### config.mk
export PLATFORM = sky130hd
export DESIGN_NAME = msg_coeff_serializer
export DESIGN_NICKNAME = d
export VERILOG_FILES = /design/src/rtl/msg_coeff_serializer.sv
export SDC_FILE = /design/constraint.sdc
export NUM_CORES = 1
export LEC_CHECK = 0
export BUFFER_PORTS_ARGS = -buffer_cell sky130_fd_sc_hd__buf_4
export CORE_UTILIZATION = 45
export CTS_BUF_LIST = sky130_fd_sc_hd__clkbuf_8
export DETAILED_ROUTE_END_ITERATION = 16
export HOLD_SLACK_MARGIN = 0.03
export PLACE_DENSITY = 0.71
export SLEW_MARGIN = 5
export SYNTH_ARGS = -nofsm -noshare
export SYNTH_HDL_FRONTEND = slang
export SYNTH_SLANG_ARGS = --single-unit
### constraint.sdc
create_clock -name clk -period 2.3 [get_ports clk]
set_input_delay 0.46 -clock clk [delete_from_list [all_inputs] [get_ports clk]]
set_output_delay 0.46 -clock clk [all_outputs]
set_load 0.01 [all_outputs]
### src/rtl/msg_coeff_serializer.sv
`default_nettype none
// ============================================================================
// Module  : msg_coeff_serializer
// Brief   : Decompresses N-bit message words into coefficients mod Q, one per
//           cycle LSB first, behind a one-word skid buffer.
// Revision: 1.0 - initial release
// ============================================================================
module msg_coeff_serializer #(
   parameter int Q      = 17,
   parameter int N      = 4,
   parameter int COEF_W = 5,
   parameter int CNT_W  = 8
) (
   input  logic                  clk,
   input  logic                  rst_n,
   input  logic                  in_valid,
   output logic                  in_ready,
   input  logic [N-1:0]          in_bits,
   output logic                  out_valid,
   input  logic                  out_ready,
   output logic [COEF_W-1:0]     out_coeff,
   output logic [$clog2(N)-1:0]  out_idx,
   output logic                  out_last,
   output logic [CNT_W-1:0]      frame_cnt
);

   localparam int                IDX_W       = $clog2(N);
   localparam logic [COEF_W-1:0] c_ONE_COEFF = COEF_W'((Q + 1) / 2);
   localparam logic [IDX_W-1:0]  c_LAST_IDX  = IDX_W'(N - 1);

   typedef enum logic [0:0] {
      S_IDLE = 1'b0,
      S_EMIT = 1'b1
   } state_t;

   state_t             state_q, state_d;
   logic [N-1:0]       sr_q, sr_d;
   logic [IDX_W-1:0]   idx_q, idx_d;
   logic [N-1:0]       buf_q, buf_d;
   logic               buf_full_q, buf_full_d;
   logic [CNT_W-1:0]   cnt_q, cnt_d;

   logic               w_in_fire;
   logic               w_out_fire;
   logic               w_last_fire;

   // in_ready comes only from registered state so out_ready never reaches it.
   assign in_ready    = ~buf_full_q;
   assign out_valid   = (state_q == S_EMIT);
   assign out_idx     = idx_q;
   assign out_last    = out_valid & (idx_q == c_LAST_IDX);
   assign out_coeff   = (out_valid && sr_q[idx_q]) ? c_ONE_COEFF : '0;
   assign frame_cnt   = cnt_q;

   assign w_in_fire   = in_valid & in_ready;
   assign w_out_fire  = out_valid & out_ready;
   assign w_last_fire = w_out_fire & out_last;

   always_ff @(posedge clk or negedge rst_n) begin
      if (!rst_n) begin
         state_q    <= S_IDLE;
         sr_q       <= '0;
         idx_q      <= '0;
         buf_q      <= '0;
         buf_full_q <= 1'b0;
         cnt_q      <= '0;
      end else begin
         state_q    <= state_d;
         sr_q       <= sr_d;
         idx_q      <= idx_d;
         buf_q      <= buf_d;
         buf_full_q <= buf_full_d;
         cnt_q      <= cnt_d;
      end
   end

   always_comb begin
      state_d    = state_q;
      sr_d       = sr_q;
      idx_d      = idx_q;
      buf_d      = buf_q;
      buf_full_d = buf_full_q;
      cnt_d      = cnt_q;

      case (state_q)
         S_IDLE: begin
            if (w_in_fire) begin
               sr_d    = in_bits;
               idx_d   = '0;
               state_d = S_EMIT;
            end
         end

         S_EMIT: begin
            if (w_last_fire) begin
               cnt_d = cnt_q + CNT_W'(1);
               idx_d = '0;
               // A buffered word always wins; in_ready is low then anyway.
               if (buf_full_q) begin
                  sr_d       = buf_q;
                  buf_full_d = 1'b0;
               end else if (w_in_fire) begin
                  sr_d = in_bits;
               end else begin
                  state_d = S_IDLE;
               end
            end else begin
               if (w_out_fire) begin
                  idx_d = idx_q + IDX_W'(1);
               end
               if (w_in_fire) begin
                  buf_d      = in_bits;
                  buf_full_d = 1'b1;
               end
            end
         end

         default: begin
            state_d = S_IDLE;
         end
      endcase
   end

endmodule
`default_nettype wire

Yosys cells after proc, flatten, opt, wreduce, memory -nomap -nowiden
Cells that the tools add are included.
{"block": "word_totals", "romBits": 0, "ramBits": 0, "latchBits": 0, "regBits": 20, "inputBits": 8, "wordCells": 43, "memories": 0, "output_inout_bits": 18}
{"block": "classes", "bitwise": 7, "addsub": 2, "shift": 0, "reduce_logical": 6, "n_eq_ne": 4, "muxes": 17, "div": 0, "order_cmp": 1, "mul": 0}
{"cell": "$mux 4", "count": 4}
{"cell": "$add 8x1->8 const B", "count": 1}
{"cell": "$pmux 4 s2", "count": 1}
{"cell": "$mux 1", "count": 6}
{"cell": "$mux 2", "count": 3}
{"cell": "$reduce_and 2->1", "count": 3}
{"cell": "$and 1x1->1", "count": 4}
{"cell": "$pmux 2 s2", "count": 1}
{"cell": "$lt 2x3->1 const B", "count": 1}
{"cell": "$ne 3x1->1 const B", "count": 1}
{"cell": "$not 1->1", "count": 3}
{"cell": "$reduce_and 3->1", "count": 1}
{"cell": "$add 2x1->2 const B", "count": 1}
{"cell": "$bmux 1 s2", "count": 1}
{"cell": "$eq 2x2->1 const B", "count": 1}
{"cell": "$ne 2x1->1 const B", "count": 1}
{"cell": "$ne 2x2->1 const B", "count": 1}
{"cell": "$pmux 1 s2", "count": 1}
{"cell": "$reduce_bool 2->1", "count": 1}
{"cell": "$logic_and 1x1->1", "count": 1}

Depth between registers and ports, before layout
Gate-level depths: netlist (run 1).
{"block": "depth", "word_depth": 6, "ltp_mapped": 5, "ltp_nobuf": 4}

Worst setup path before layout (run 1)
No wires, ideal clock.
{"block": "synth_path", "kind": "register -> output", "startpoint": "register idx_q[0] (netlist: out_idx[0])", "endpoint": "output port out_coeff[3]", "t_required_ns": 1.840, "n_path_buf": 1, "arrival_time_ns": 1.327, "path_slack_ns": 0.513, "stages_incl_launch_ff": 4, "path_cell_list": "dfrtp_1 > mux4_2 > and2_2 > buf_4"}
{"block": "synth_between", "elab_chain_cells": 4}
{"item": "from (decl)", "line_no": "38", "text": "logic [IDX_W-1:0] idx_q, idx_d;"}
{"item": "from (signal assigned)", "line_no": "70", "text": "idx_q <= idx_d;"}
{"item": "$bmux 1 s2", "line_no": "52", "text": "assign out_coeff = (out_valid && sr_q[idx_q]) ? c_ONE_COEFF : '0;"}
{"item": "$mux 1 (implied by the code)", "line_no": "52"}
{"item": "$logic_and 1x1->1", "line_no": "52"}
{"item": "$mux 4", "line_no": "52"}
{"item": "to (decl)", "line_no": "21", "text": "output logic [COEF_W-1:0] out_coeff,"}
No other way between the ends. The select of a mux whose other input is x is not followed.

Worst setup path after layout (run 1)
Same ends and word-level chain as after synthesis.

==> flow_metrics.tcl, run 1 <==
set metrics [dict create \
    status "finished clean" \
    cpLargestDelayFamily "multiplexers" \
    timing.fmax_mhz 491 \
    die_h_um 48.8 \
    drc_errors 0 \
    cts_root_buf "clkbuf_8" \
    dp_cells 128 \
    end_kind "output pin" \
    final_common_cell "buf_4" \
    synth.distinct_cells 29 \
    drive_gt1_share_pct 33.3 \
    synthCells 84 \
    crit_chain "mux4_2 > and2_2 > buf_4" \
    p_leak_nw 0.590 \
    fin_worst_skew_ns 0.00123 \
    fin_nets 116 \
    io_buffers 22 \
    slew_viol_final 0 \
    die_width_um 48.8 \
    wl_per_cell_um 13.7 \
    post_cts_resized 0 \
    worstHoldPathType "primary input to async pin" \
    finalSetupViolations 0 \
    fin_crit_sh_pct 88.6 \
    finalHoldViolCount 0 \
    min_period_ns 2.04 \
    postSynthAreaPerCell_um2 11.7 \
    crit_type "flip-flop to output pin" \
    grt_pass1_vias 657 \
    vias 678 \
    crit_start "out_idx[0]$_DFFE_PN0P_" \
    path_buf_inv 1 \
    path_clk_slew_ns 0.07 \
    postCtsHoldBufs 0 \
    cap_violations 0 \
    cts_sinks 20 \
    post-cts-setup-buffers 0 \
    drt.antenna.violating_nets 0 \
    cts_max_path_buffers 2 \
    wirelength_um 1810 \
    setup-tns-final_ns 0 \
    gp_congestion 0.733 \
    coreArea_um2 2000 \
    worstPathArrival_ns 1.58 \
    antenna_cells 0 \
    initial_core_util_pct 49.2 \
    grt_pass1_wl_um 3120 \
    cts_buffers 3 \
    hpwl_um 1260 \
    grt_usage_pct 17.5 \
    yosysSeqAreaShare_pct 50.8 \
    grt_max_degree 21 \
    ys_seq_elements 20 \
    synth_warnings 0 \
    floorplan.rows 16 \
    pin_count 26 \
    vdd_ir_drop_max_uv 678 \
    h-tree-depth 1 \
    cts_tree "done" \
    final_cell_mix "buf_4, dfrtp_1, nand2_1" \
    drt_first_pass_iters 4 \
    worstPathRequired_ns 1.84 \
    die-area_um2 2380 \
    power_density_nw_per_um2 1290 \
    final.fill_count 185 \
    cp_slowest_stage_delay_ns 0.51 \
    area_delta_synth_final_pct 20.8 \
    cp_max_fo 5 \
    critPathLaunchType "flip-flop" \
    finalNonFillerCells 132 \
    netlist_area_um2 985 \
    drt_iter0_markers 7 \
    gr-total-overflow 0 \
    clk_latency_ns 0.26 \
    cp_slowest_cell "mux4_2" \
    rsz0062_at_grt "false" \
    reg2reg_from "out_idx[0]$_DFFE_PN0P_" \
    antenna_found_initial 0 \
    via_per_inst 5.14 \
]
-- synth_stat cells, drive strengths merged --
cell / instances / area [µm²]
a21bo: 1 / 16.3
a21boi: 1 / 7.51
a2bb2oi: 3 / 26.3
and2: 2 / 15.0
and3: 2 / 13.8
and3b: 1 / 8.76
buf: 6 / 52.6
clkbuf: 1 / 3.75
conb: 1 / 3.75
dfrtp: 20 / 500
ha: 2 / 25.0
inv: 1 / 3.75
mux2: 4 / 60.1
mux4: 1 / 22.5
nand2: 9 / 33.8
nand2b: 1 / 6.26
nand3: 3 / 15.0
nand4: 3 / 18.8
nor2: 1 / 3.75
nor2b: 1 / 6.26
nor3: 2 / 10.0
o21ai: 4 / 20.0
o22ai: 4 / 25.0
o2bb2a: 1 / 10.0
or2: 1 / 6.26
xnor2: 4 / 35.0
xor2: 4 / 35.0
-- flip-flops by register name (all words and copies together) (netlist names) --
register	count
out_idx	2
sr_q	4
buf_full_q	1
frame_cnt	8
buf_q	4
out_valid	1
-- worst paths after layout --
path | endpoint | slack [ns] | depth (start not counted)
setup reg to reg | buf_q[3]$_DFFE_PN0P_ | 0.54 | 4
max in group asynchronous | sr_q[0]$_DFFE_PN0P_ | 2.04 | 1
setup / recovery | out_coeff[3] | 0.26 | 3
hold reg to reg | frame_cnt[7]$_DFFE_PN0P_ | 0.48 | 1
min in group clk | buf_q[2]$_DFFE_PN0P_ | 0.44 | 2
hold / removal | frame_cnt[4]$_DFFE_PN0P_ | 0.06 | 1
-- area by class of cell --
cell class / count / area (µm²) / share of cell area, %
Sequential cell: 20 / 500 / 42.1
Multi-Input combinational cell: 58 / 432 / 36.3
Timing Repair Buffer: 22 / 165 / 13.9
Clock buffer: 4 / 55.1 / 4.63
Tap cell: 27 / 33.8 / 2.84
Inverter: 1 / 3.75 / 0.315
-- stage by stage --
step	worst slack [ns]	hold slack [ns]	cell area [µm²]	util [%]	total power, W
2_1_floorplan	0.513	0.164	992	-	0.00105
3_3_place_gp	0.584	0.349	1130	56.7	0.00126
3_5_place_dp	0.544	0.354	1130	56.7	0.00127
4_1_cts	0.252	0.0671	1190	59.4	0.00154
5_1_grt	0.204	0.0783	1190	59.4	0.00163
6_report	0.263	0.0603	1190	59.4	0.00153
-- where the power goes --
part / switching, W / internal [W]
Clock: 0.000119 / 0.000153
Sequential: 0.000127 / 0.000487
Combinational: 0.000277 / 0.000373
-- kinds of logic after synthesis --
kind of cell / after synthesis / synth area share [%]
and+or+nand+nor: 26 / 14.0
DFF: 20 / 50.8
AOI/OAI and AO/OA: 14 / 10.7
xor gates and xnor gates: 8 / 7.11
buffers and inverters: 8 / 6.10
muxes: 5 / 8.39
adders and majority gates: 2 / 2.54
other: 1 / 0.381
-- routing by layer --
metal | vias to the layer above | global-route usage [%] | share of wire (%)
met5 | - | 0 | 0
li1 | 329 | - | -
met2 | 18 | 24.1 | 42
met4 | 0 | 10.3 | 2.4
met3 | 5 | 3.12 | 4.4
met1 | 326 | 25.7 | 51
-- worst reg2reg max path, delay by kind of cell, from the launching register on --
family,cells,cell delay (ns)
AOI/OAI and AO/OA,1,0.25
muxes,1,0.33
and+or+nand+nor,1,0.33
DFF,1,0.45
adders and majority gates,1,0.29
(Power assumes the default switching activity.)
==> run 2, diff against run 1 <==
Settings changed: PLACE_DENSITY 0.71 to 0.72.
Clock period 2.3 ns to 2 ns, I/O delays scaled along.
==> run 2 against run 1 <==
Net effect: first-iteration DRC count rose to 3.1 times the previous value; setup slack worse by 0.17 ns; largest power group unchanged; register-to-register slack worse by 0.28 ns; utilization down 0.12 points; routed wire length down 5.6%; worst hold slack better by 0.32 ns; critical endpoint is now out_coeff[0]; flip-flop and latch count unchanged.
==> flow_metrics.tcl, run 2 (synthesis results as in run 1) <==
set metrics [dict create \
    cts_sinks 20 \
    setup-tns-final_ns 0 \
    critPathLaunchType "flip-flop" \
    worstPathRequired_ns 1.60 \
    gr-total-overflow 0 \
    cp_max_fo 5 \
    die-area_um2 2380 \
    coreArea_um2 2000 \
    final.fill_count 173 \
    rsz0062_at_grt "false" \
    drt_iter0_markers 22 \
    vdd_ir_drop_max_uv 731 \
    grt_max_degree 21 \
    gp_congestion 0.786 \
    floorplan.rows 16 \
    finalHoldViolCount 0 \
    fin_worst_skew_ns 0.00187 \
    cp_slowest_cell "mux4_2" \
    post-cts-setup-buffers 0 \
    hpwl_um 1240 \
    antenna_cells 0 \
    initial_core_util_pct 49.2 \
    finalSetupViolations 0 \
    final_common_cell "buf_4" \
    antenna_found_initial 0 \
    postLayoutCellArea_um2 1190 \
    p_leak_nw 0.586 \
    wirelength_um 1710 \
    cts_root_buf "clkbuf_8" \
    slew_viol_final 0 \
    pin_count 26 \
    final_cell_mix "buf_4, dfrtp_1, nand2_1" \
    pre_cts_ws_ns 0.246 \
    grt_pass1_wl_um 3090 \
    multi_input_area_um2 432 \
    crit_type "flip-flop to output pin" \
    cts_tree "done" \
    worstPathArrival_ns 1.51 \
    vias 680 \
    drive_gt1_share_pct 33.3 \
    cap_violations 0 \
    timing.fmax_mhz 524 \
    dpl_cell_area_um2 1130 \
    grt_usage_pct 17.6 \
    layout_setup_ws_ns 0.0931 \
    via_per_inst 5.15 \
    h-tree-depth 1 \
    drt.antenna.violating_nets 0 \
    drt_first_pass_iters 4 \
    fin_nets 117 \
    end_kind "output pin" \
    cp_slowest_stage_delay_ns 0.49 \
    area_delta_synth_final_pct 20.6 \
    area.sequential_um2 502 \
    min_period_ns 1.91 \
    cpLargestDelayFamily "multiplexers" \
    largest_reg_flops 8 \
    final_util_pct 59.3 \
    path_clk_slew_ns 0.07 \
    fin_crit_sh_pct 95.3 \
    die_width_um 48.8 \
    drc_errors 0 \
    status "finished clean" \
    whs_ns 0.385 \
    wl_per_cell_um 12.9 \
    crit_chain "mux4_2 > and2_2 > buf_4" \
    clk_latency_ns 0.26 \
    io_buffers 22 \
    die_h_um 48.8 \
    power_density_nw_per_um2 1440 \
    worstHoldPathType "primary input to flip-flop" \
    cts_buffers 3 \
    cts_max_path_buffers 2 \
    grt_pass1_vias 664 \
    path_buf_inv 1 \
]
run 2: cell count changes in the layout (fill, tap and decap cells not counted), sizes merged:
cell,before,now
clkbuf,4,3
dlygate4sd3,0,1
run 2: area by class of cell:
cell class	count	area share, %
Clock buffer	3	3.48
Sequential cell	20	42.3
Multi-Input combinational cell	58	36.4
Inverter	1	0.316
Tap cell	27	2.85
Timing Repair Buffer	23	14.8
run 2: stage by stage:
step / power (W) / std cells
2_1_floorplan: 0.00121 / 86
3_3_place_gp: 0.00144 / 128
3_5_place_dp: 0.00145 / 128
4_1_cts: 0.00172 / 132
5_1_grt: 0.00184 / 132
6_report: 0.00170 / 132
run 2: power breakdown:
| part | internal [W] | leakage (nW) | switching, W |
|---|---|---|---|
| clock network | 0.000134 | 0.0216 | 0.000121 |
| registers | 0.000562 | 0.242 | 0.000144 |
| logic | 0.000431 | 0.323 | 0.000312 |
run 2: worst paths after layout:
path	start	cells after the start	endpoint	slack (ns)
min in group asynchronous	rst_n	2	frame_cnt[5]$_DFFE_PN0P_	0.55
setup / recovery	out_idx[0]$_DFFE_PN0P_	3	out_coeff[0]	0.09
hold / removal	in_bits[3]	2	buf_q[3]$_DFFE_PN0P_	0.39
hold reg to reg	frame_cnt[7]$_DFFE_PN0P_	1	frame_cnt[7]$_DFFE_PN0P_	0.48
setup reg to reg	out_idx[0]$_DFFE_PN0P_	4	buf_q[0]$_DFFE_PN0P_	0.26
max in group asynchronous	rst_n	2	out_idx[0]$_DFFE_PN0P_	1.23
run 2: layer usage:
metal	global-route usage, %	wire, µm
met2	24.3	762
met3	4.05	83
met4	11.8	49
met5	0	0
met1	24.6	810
run 2: timing repair:
item | in CTS | in global routing
endpoints found under the hold margin | 20 | 0
hold buffers | 1 | 0
resized for setup | 0 | 1
endpoints found under the setup margin | 0 | 2
==> run 3, diff against run 2 <==
Settings changed: PLACE_DENSITY 0.72 to 0.69.
==> run 3 against run 2 <==
Net effect: clock-buffer cell count up 1; power up 2.4%; sequential power down 0.6%; routed wire length down 1.8%; critical endpoint unchanged; highest routed layer unchanged.
==> flow_metrics.tcl, run 3 (synthesis results as in run 1) <==
set metrics [dict create \
    worst-r2r-setup-slack_ns 0.26 \
    reg2reg_from "out_idx[0]$_DFFE_PN0P_" \
    final_util_pct 60.0 \
    pin_count 26 \
    critPathCapture "out_coeff[0]" \
    finalHoldViolCount 0 \
    die_h_um 48.8 \
    antenna_found_initial 0 \
    fin_worst_skew_ns 0.00315 \
    antenna_cells 0 \
    drt_first_pass_iters 4 \
    grt_pass1_wl_um 3060 \
    timing.fmax_mhz 526 \
    pre_cts_ws_ns 0.250 \
    holdPathStages 2 \
    die_width_um 48.8 \
    finalNonFillerCells 133 \
    io_buffers 22 \
    dpl_cell_area_um2 1130 \
    layout_setup_ws_ns 0.0971 \
    clk_latency_ns 0.26 \
    cap_violations 0 \
    min_period_ns 1.90 \
    cts_root_buf "clkbuf_8" \
    area_delta_synth_final_pct 22.0 \
    power_density_nw_per_um2 1450 \
    worstHoldPathType "primary input to flip-flop" \
    cts_max_path_buffers 2 \
    final_common_cell "buf_4" \
    critPathLaunchType "flip-flop" \
    reg2reg_to "buf_q[3]$_DFFE_PN0P_" \
    worstPathRequired_ns 1.60 \
    gr-total-overflow 0 \
    drc_errors 0 \
    rsz0062_at_grt "false" \
    via_per_inst 5.00 \
    wirelength_um 1680 \
    grt_usage_pct 17.1 \
    drt_iter0_markers 7 \
    largest_reg_flops 8 \
    p_leak_nw 0.593 \
    initial_core_util_pct 49.2 \
    status "finished clean" \
    cts_tree "done" \
    grt_max_degree 21 \
    dp_cells 128 \
    postLayoutCellArea_um2 1200 \
    final_cell_mix "buf_4, dfrtp_1, nand2_1" \
    grt_pass1_vias 633 \
    drive_gt1_share_pct 34.0 \
    vdd_ir_drop_max_uv 853 \
    coreArea_um2 2000 \
    crit_type "flip-flop to output pin" \
    setup-tns-final_ns 0 \
    worstPathArrival_ns 1.50 \
    cts_sinks 20 \
    gp_congestion 0.739 \
    final.fill_count 190 \
    vias 665 \
    h-tree-depth 1 \
    finalSetupViolations 0 \
    reg2reg_depth 4 \
    cts_buffers 3 \
    drt.antenna.violating_nets 0 \
    slew_viol_final 0 \
    hpwl_um 1240 \
    path_clk_slew_ns 0.07 \
    cp_max_fo 5 \
    floorplan.rows 16 \
    fin_crit_sh_pct 95.1 \
    die-area_um2 2380 \
    wl_per_cell_um 12.6 \
    fin_nets 117 \
    end_kind "output pin" \
    crit_start "out_idx[0]$_DFFE_PN0P_" \
]
==> run 3: cell types whose count changed in the layout (fill, tap and decap cells not counted), sizes merged <==
cell	delta
clkbuf	+1
==> run 3: report_power, final <==
group | leakage [nW] | internal, W | switching (W)
Sequential | 0.242 | 0.000562 | 0.000140
Clock | 0.0288 | 0.000175 | 0.000130
Combinational | 0.323 | 0.000431 | 0.000307
Total | 0.593 | 0.00117 | 0.000577
==> run 3: layout make-up <==
cell class / instances / area [µm²] / share of cell area (%)
multi-input cells: 58 / 432 / 35.9
clock buffers: 4 / 55.1 / 4.58
repair buffers: 23 / 175 / 14.6
flip-flops and latches: 20 / 502 / 41.8
inverters: 1 / 3.75 / 0.313
well taps: 27 / 33.8 / 2.81
==> run 3: worst max-delay path, stage by stage, from the launching register on <==
cell	delay (ns)
dfrtp_2	0.41
mux4_2	0.49
and2_2	0.20
buf_4	0.14
==> run 3: per-layer routing <==
metal | vias to the layer above | global-route usage, % | wire [µm]
li1 | 330 | - | -
met5 | - | 0 | 0
met1 | 311 | 26.3 | 878
met3 | 4 | 2.80 | 66
met2 | 20 | 22.9 | 697
met4 | 0 | 8.82 | 33
==> run 3: how the worst min path moves through the flow <==
| stage | slack [ns] | end | start |
|---|---|---|---|
| floorplan | 0.10 | buf_full_q$_DFFE_PN0P_ | rst_n |
| global placement | 0.29 | frame_cnt[7]$_DFFE_PN0P_ | rst_n |
| detailed placement | 0.29 | frame_cnt[7]$_DFFE_PN0P_ | rst_n |
| CTS | 0.38 | buf_q[0]$_DFFE_PN0P_ | in_bits[0] |
| global route | 0.38 | buf_q[1]$_DFFE_PN0P_ | in_bits[1] |
| finish | 0.38 | buf_q[0]$_DFFE_PN0P_ | in_bits[0] |
==> run 3: repair_timing <==
action | in CTS | in global routing
endpoints found under the setup margin | 0 | 2
setup buffers | 0 | 0
gates resized for setup | 0 | 1
hold buffers | 1 | 0
hold endpoints to repair | 20 | 0
==> run 3: stage by stage <==
step | power, W | hold slack, ns
after global routing | 0.00188 | 0.378
after CTS | 0.00176 | 0.378
after global placement | 0.00144 | 0.291
final | 0.00174 | 0.384
after floorplan | 0.00121 | 0.104
after detailed placement | 0.00145 | 0.292
